<file path="src/rtl/baud_tick_gen.sv">
// UART bit-timing generator: programmable divisor, mid-bit and bit-end ticks,
// oversample ticks realigned every bit, and optional frame-length counting.
module baud_tick_gen #(
  parameter int CLK_FRE    = 50,
  parameter int BAUD_RATE  = 9600,
  parameter int DIV_W      = 16,
  parameter int OVERSAMPLE = 16
) (
  input  logic             clk,
  input  logic             rst,
  input  logic             bps_start,
  input  logic             div_load,
  input  logic [DIV_W-1:0] div_val,
  input  logic [3:0]       frame_bits,
  output logic             clk_bps,
  output logic             bit_end,
  output logic             os_tick,
  output logic [3:0]       bit_idx,
  output logic             busy,
  output logic             frame_done,
  output logic [DIV_W-1:0] div_cur
);

  localparam int               OS_SHIFT    = $clog2(OVERSAMPLE);
  localparam logic [DIV_W-1:0] DEFAULT_DIV = DIV_W'(CLK_FRE * 1_000_000 / BAUD_RATE);
  localparam logic [DIV_W-1:0] MIN_DIV     = DIV_W'(4);
  localparam logic [DIV_W-1:0] ONE         = DIV_W'(1);

  typedef enum logic [1:0] {
    IDLE = 2'd0,
    RUN  = 2'd1,
    DONE = 2'd2
  } state_t;

  state_t           state_reg, state_next;
  logic [DIV_W-1:0] cnt_reg, cnt_next;
  logic [DIV_W-1:0] os_cnt_reg, os_cnt_next;
  logic [DIV_W-1:0] div_reg, div_next;
  logic [3:0]       bit_idx_reg, bit_idx_next;
  logic             clk_bps_reg, clk_bps_next;
  logic             bit_end_reg, bit_end_next;
  logic             os_tick_reg, os_tick_next;
  logic             frame_done_reg, frame_done_next;
  logic             busy_reg, busy_next;

  logic [DIV_W-1:0] div_last;
  logic [DIV_W-1:0] div_half;
  logic [DIV_W-1:0] os_raw;
  logic [DIV_W-1:0] os_div;
  logic [DIV_W-1:0] os_last;
  logic             bit_wrap;
  logic             os_wrap;
  logic             last_bit;

  // Oversample period is the bit period scaled down, never below one clock.
  assign div_last = div_reg - ONE;
  assign div_half = div_reg >> 1;
  assign os_raw   = div_reg >> OS_SHIFT;
  assign os_div   = (os_raw == '0) ? ONE : os_raw;
  assign os_last  = os_div - ONE;
  assign bit_wrap = (cnt_reg == div_last);
  assign os_wrap  = (os_cnt_reg == os_last);
  assign last_bit = (frame_bits != 4'd0) && (bit_idx_reg == frame_bits - 4'd1);

  always_ff @(posedge clk) begin
    if (rst) begin
      state_reg      <= IDLE;
      cnt_reg        <= '0;
      os_cnt_reg     <= '0;
      div_reg        <= DEFAULT_DIV;
      bit_idx_reg    <= 4'd0;
      clk_bps_reg    <= 1'b0;
      bit_end_reg    <= 1'b0;
      os_tick_reg    <= 1'b0;
      frame_done_reg <= 1'b0;
      busy_reg       <= 1'b0;
    end else begin
      state_reg      <= state_next;
      cnt_reg        <= cnt_next;
      os_cnt_reg     <= os_cnt_next;
      div_reg        <= div_next;
      bit_idx_reg    <= bit_idx_next;
      clk_bps_reg    <= clk_bps_next;
      bit_end_reg    <= bit_end_next;
      os_tick_reg    <= os_tick_next;
      frame_done_reg <= frame_done_next;
      busy_reg       <= busy_next;
    end
  end

  always_comb begin
    state_next      = state_reg;
    cnt_next        = cnt_reg;
    os_cnt_next     = os_cnt_reg;
    div_next        = div_reg;
    bit_idx_next    = bit_idx_reg;
    busy_next       = busy_reg;
    clk_bps_next    = 1'b0;
    bit_end_next    = 1'b0;
    os_tick_next    = 1'b0;
    frame_done_next = 1'b0;

    case (state_reg)
      IDLE: begin
        cnt_next     = '0;
        os_cnt_next  = '0;
        bit_idx_next = 4'd0;
        busy_next    = 1'b0;
        if (div_load) begin
          div_next = (div_val < MIN_DIV) ? MIN_DIV : div_val;
        end
        if (bps_start) begin
          state_next = RUN;
          busy_next  = 1'b1;
        end
      end

      RUN: begin
        if (!bps_start) begin
          // Abort wins over any compare that matched on this edge.
          state_next   = IDLE;
          cnt_next     = '0;
          os_cnt_next  = '0;
          bit_idx_next = 4'd0;
          busy_next    = 1'b0;
        end else begin
          clk_bps_next = (cnt_reg == div_half);
          bit_end_next = bit_wrap;
          os_tick_next = os_wrap;
          cnt_next     = bit_wrap ? '0 : cnt_reg + ONE;
          os_cnt_next  = (bit_wrap || os_wrap) ? '0 : os_cnt_reg + ONE;
          if (bit_wrap) begin
            if (last_bit) begin
              frame_done_next = 1'b1;
              state_next      = DONE;
              busy_next       = 1'b0;
              bit_idx_next    = 4'd0;
            end else begin
              bit_idx_next = bit_idx_reg + 4'd1;
            end
          end
        end
      end

      DONE: begin
        // Wait for the start level to drop so a held level cannot retrigger.
        cnt_next     = '0;
        os_cnt_next  = '0;
        bit_idx_next = 4'd0;
        busy_next    = 1'b0;
        if (!bps_start) begin
          state_next = IDLE;
        end
      end

      default: begin
        state_next   = IDLE;
        cnt_next     = '0;
        os_cnt_next  = '0;
        bit_idx_next = 4'd0;
        busy_next    = 1'b0;
      end
    endcase
  end

  assign clk_bps    = clk_bps_reg;
  assign bit_end    = bit_end_reg;
  assign os_tick    = os_tick_reg;
  assign bit_idx    = bit_idx_reg;
  assign busy       = busy_reg;
  assign frame_done = frame_done_reg;
  assign div_cur    = div_reg;

endmodule

</file>
<file path="config.mk">
export PLATFORM = sky130hd
export DESIGN_NAME = baud_tick_gen
export DESIGN_NICKNAME = d
export VERILOG_FILES = /design/src/rtl/baud_tick_gen.sv
export SDC_FILE = /design/constraint.sdc
export NUM_CORES = 1
export LEC_CHECK = 0
export ABC_AREA = 0
export CELL_PAD_IN_SITES_DETAIL_PLACEMENT = 0
export CELL_PAD_IN_SITES_GLOBAL_PLACEMENT = 1
export CORE_MARGIN = 1
export CORE_UTILIZATION = 45
export CTS_CLUSTER_DIAMETER = 100
export DETAILED_ROUTE_END_ITERATION = 16
export HOLD_SLACK_MARGIN = 0.02
export PLACE_DENSITY = 0.84
export SETUP_SLACK_MARGIN = 0.15
export SYNTH_ARGS = -nofsm -noshare
export SYNTH_HDL_FRONTEND = slang
export SYNTH_SLANG_ARGS = --single-unit
</file>
<file path="constraint.sdc">
create_clock -name clk -period 4.35 [get_ports clk]
set_input_delay 0.87 -clock clk [delete_from_list [all_inputs] [get_ports clk]]
set_output_delay 0.87 -clock clk [all_outputs]
set_load 0.02 [all_outputs]
</file>
==> impl_metrics.csv <==
group,metric,value,unit
clocking,tritoncts,"built",
critical_path,cp-start-kind,"flip-flop",
die,core_region_area,0.008175,mm^2
clocking,clk_pin_slew,0.08,ns
clocking,cts_buffers,9,
die,io_pins,49,
global_route,grt_usage,24.32,%
drt,routed_wl,10000,um
global_route,grt_max_degree,32,
timing,worst_pin_slew,1.101,ns
timing,slew_headroom,26.04,%
die,dieArea,0.008762,mm^2
synthesis,synth_area,0.003776,mm^2
die,die_w,93.61,um
critical_path,critPathMaxStageDelay,0.67,ns
cells_and_area,drive_gt1_share,10.80,%
critical_path,crit_slowest_cell,"nor3_2",
cells_and_area,regArea,0.001181,mm^2
synthesis,syn_area_per_cell,8.299,um^2
status,outcome,"finished clean",
global_route,grt_first_pass_wirelength,16280,um
hold_path,hold_class,"flip-flop to flip-flop",
drt,num_vias,3404,
critical_path,endpoint,"os_cnt_reg[5]",
cells_and_area,final_nets,526,
timing,fin_tns_setup,0,ns
global_route,overflow,0,
timing,rsz0062_at_grt,"no",
power_and_ir_drop,fin_total_pwr,1.302,mW
synthesis,ys_ff_latch,59,
timing,post-route-period-util,85.27,%
cells_and_area,n_fill_cell,777,
cells_and_area,multi_input_area,0.002391,mm^2
critical_path,reg2reg_to,"os_cnt_reg[5]",
drt,ant_nets,0,
timing,max_freq,269.6,MHz
synthesis,ys.flop_type,"dfxtp_1",
power_and_ir_drop,cellPowerDensity,287.1,mW/mm^2
clocking,clockBufferDepth,2,
placement,globalplace.congestion,0.8332,
global_route,antenna_found_initial,0,
timing,finalHoldViolCount,0,
synthesis,synth_nets,486,
timing,clock_skew,0.01646,ns
synthesis,synth-warning-count,0,
timing,setup_viol,0,
synthesis,netlist_instances,455,
cells_and_area,fin_util,55.45,%
critical_path,r2r_slack,0.64,ns
clocking,clockRootBuffer,"clkbuf_8",
cells_and_area,syn_to_final_growth,20.05,%
cells_and_area,diodes,0,
drt,route.detailed.drc,0,
drt,wl_per_cell,16.53,um
power_and_ir_drop,ir_worst_vdd,0.1669,mV
synthesis,synth-edff-count,0,
clocking,cts_resized,0,
run,cap_violations,0,
critical_path,path_class,"flip-flop to flip-flop",
drt,drt_iter0_markers,179,
critical_path,cp_cell_sequence,"nor3_2 -> a41oi_1 -> ha_1 -> xnor2_1 -> o21ai_0 -> a2111o_1 -> nor4_4 -> buf_4 -> nor3_1",
critical_path,cp_data_required_time,4.55,ns
critical_path,endpoint_kind,"flip-flop",
die,dieHeight,93.61,um
critical_path,worstSetupStartpoint,"div_cur[6]",
clocking,holdBufCountCts,0,
hold_path,hold_start,"state_reg[0]",
clocking,post-cts-setup-buffers,0,
synthesis,async_reset_ff_share,0,%
drt,first_pass_iters,4,
die,start_util,46.19,%
critical_path,r2r_cells,9,
critical_path,rr_startpoint,"div_cur[6]",
timing,finalCriticalPeriod,3.709,ns
synthesis,synth.distinct_cells,59,
critical_path,worstPathMaxFanout,14,
clocking,numClockSinks,59,
synthesis,yosysSeqAreaShare,31.28,%
clocking,clock_latency,0.35,ns
die,rows,33,
critical_path,critPathArrivalTime,3.91,ns
timing,slew_violations,0,
clocking,htree_num_levels,3,
power_and_ir_drop,p_leak,1.583,nW
timing,fin_hold_ws,0.5150,ns
global_route,grt_pass1_vias,3283,
placement,dp_hpwl,7196,um
placement,portBuffers,48,
drt,via_per_inst,5.626,
[routing by layer]
layer | share of wire [%] | track usage (%)
met3 | 5.5 | 5.610
met1 | 46 | 30.21
met5 | 0 | 0
met2 | 47 | 40.63
met4 | 1.1 | 9.359
[final cells by class]
| cell class | instances | area share (%) |
|---|---|---|
| Tap cell | 105 | 2.898 |
| Clock buffer | 10 | 3.036 |
| Timing Repair Buffer | 59 | 12.42 |
| Sequential cell | 59 | 26.06 |
| Clock inverter | 6 | 1.435 |
| Inverter | 17 | 1.408 |
| Multi-Input combinational cell | 349 | 52.75 |
[cells in the mapped netlist, types with 3 or more instances]
cell,number,share of area [%]
nand2_1,49,4.9
or4_1,5,0.99
a31o_2,3,0.70
clkbuf_1,20,2.0
nor4_1,13,2.2
nor3_1,9,1.2
xor2_1,34,7.9
and4_1,4,0.93
xnor2_1,46,11
or3_1,5,0.83
buf_2,7,0.93
inv_1,17,1.7
dfxtp_1,59,31
o211ai_1,3,0.60
nor3_2,11,2.9
nor4b_1,4,0.93
o21ai_0,8,1.1
a21oi_1,14,1.9
nand4_1,13,2.2
and3_1,11,1.8
nand3b_1,7,1.4
nand2b_1,3,0.50
ha_1,7,2.3
nand3_1,19,2.5
o2111ai_1,3,0.70
a31oi_1,4,0.66
mux2i_1,4,1.1
nor2_1,33,3.3
[cells in the final DEF, fill, tap and decap left out, types with 10 or more instances in the layout]
| cell | synthesis | routed |
|---|---|---|
| nand3_1 | 19 | 19 |
| nor2_1 | 33 | 33 |
| xor2_1 | 34 | 34 |
| clkbuf_8 | 0 | 10 |
| buf_4 | 1 | 11 |
| dfxtp_1 | 59 | 59 |
| nor4_1 | 13 | 13 |
| nand2_1 | 49 | 49 |
| clkdlybuf4s50_1 | 0 | 48 |
| inv_1 | 17 | 17 |
| nand4_1 | 13 | 13 |
| nor3_2 | 11 | 11 |
| and3_1 | 11 | 11 |
| a21oi_1 | 14 | 14 |
| xnor2_1 | 46 | 46 |
[through the flow]
step                      cell area, um^2  worst slack [ns]  std cells
after detailed placement             4330            0.7014        589
after global placement               4330            0.8015        589
after global routing                 4533            0.3380        605
after floorplan                      3776             1.364        455
after CTS                            4533            0.6916        605
final                                4533            0.6407        605
[worst max-delay path: cells and delay by family, from the launching register on]
family / cells / cell delay, ns
XOR/XNOR: 1 / 0.24
adder cells (fa/ha/maj): 1 / 0.44
AO/OA/AOI/OAI: 3 / 0.89
buffers and inverters: 1 / 0.30
flip-flops: 1 / 0.48
AND/OR/NAND/NOR: 3 / 1.21
[how the worst min path moves through the flow]
stage	slack (ns)	end	depth (start not counted)
after global routing	0.54	state_reg[1]	1
after global placement	0.50	state_reg[1]	1
final	0.52	state_reg[1]	1
after floorplan	0.47	cnt_reg[0]	1
after CTS	0.52	state_reg[1]	1
after detailed placement	0.50	state_reg[1]	1
[where the power goes]
group | internal [mW] | total (mW) | switching (mW)
sequential | 0.551 | 0.571 | 0.0195
clock | 0.279 | 0.518 | 0.239
combinational | 0.0985 | 0.213 | 0.114
total | 0.928 | 1.30 | 0.373
[kinds of logic (layout without fill, tap and decap cells)]
| kind of cell | Yosys count | after routing | share of synthesized area [%] |
|---|---|---|---|
| xor gates and xnor gates | 80 | 80 | 18.56 |
| buffers and inverters | 47 | 92 | 5.401 |
| AOI/OAI and AO/OA | 59 | 59 | 11.60 |
| DFF | 59 | 59 | 31.28 |
| and+or+nand+nor | 199 | 199 | 29.79 |
| adders and majority gates | 7 | 7 | 2.319 |
| muxes | 4 | 4 | 1.060 |
Note: power is estimated with default switching activity, not from simulation.
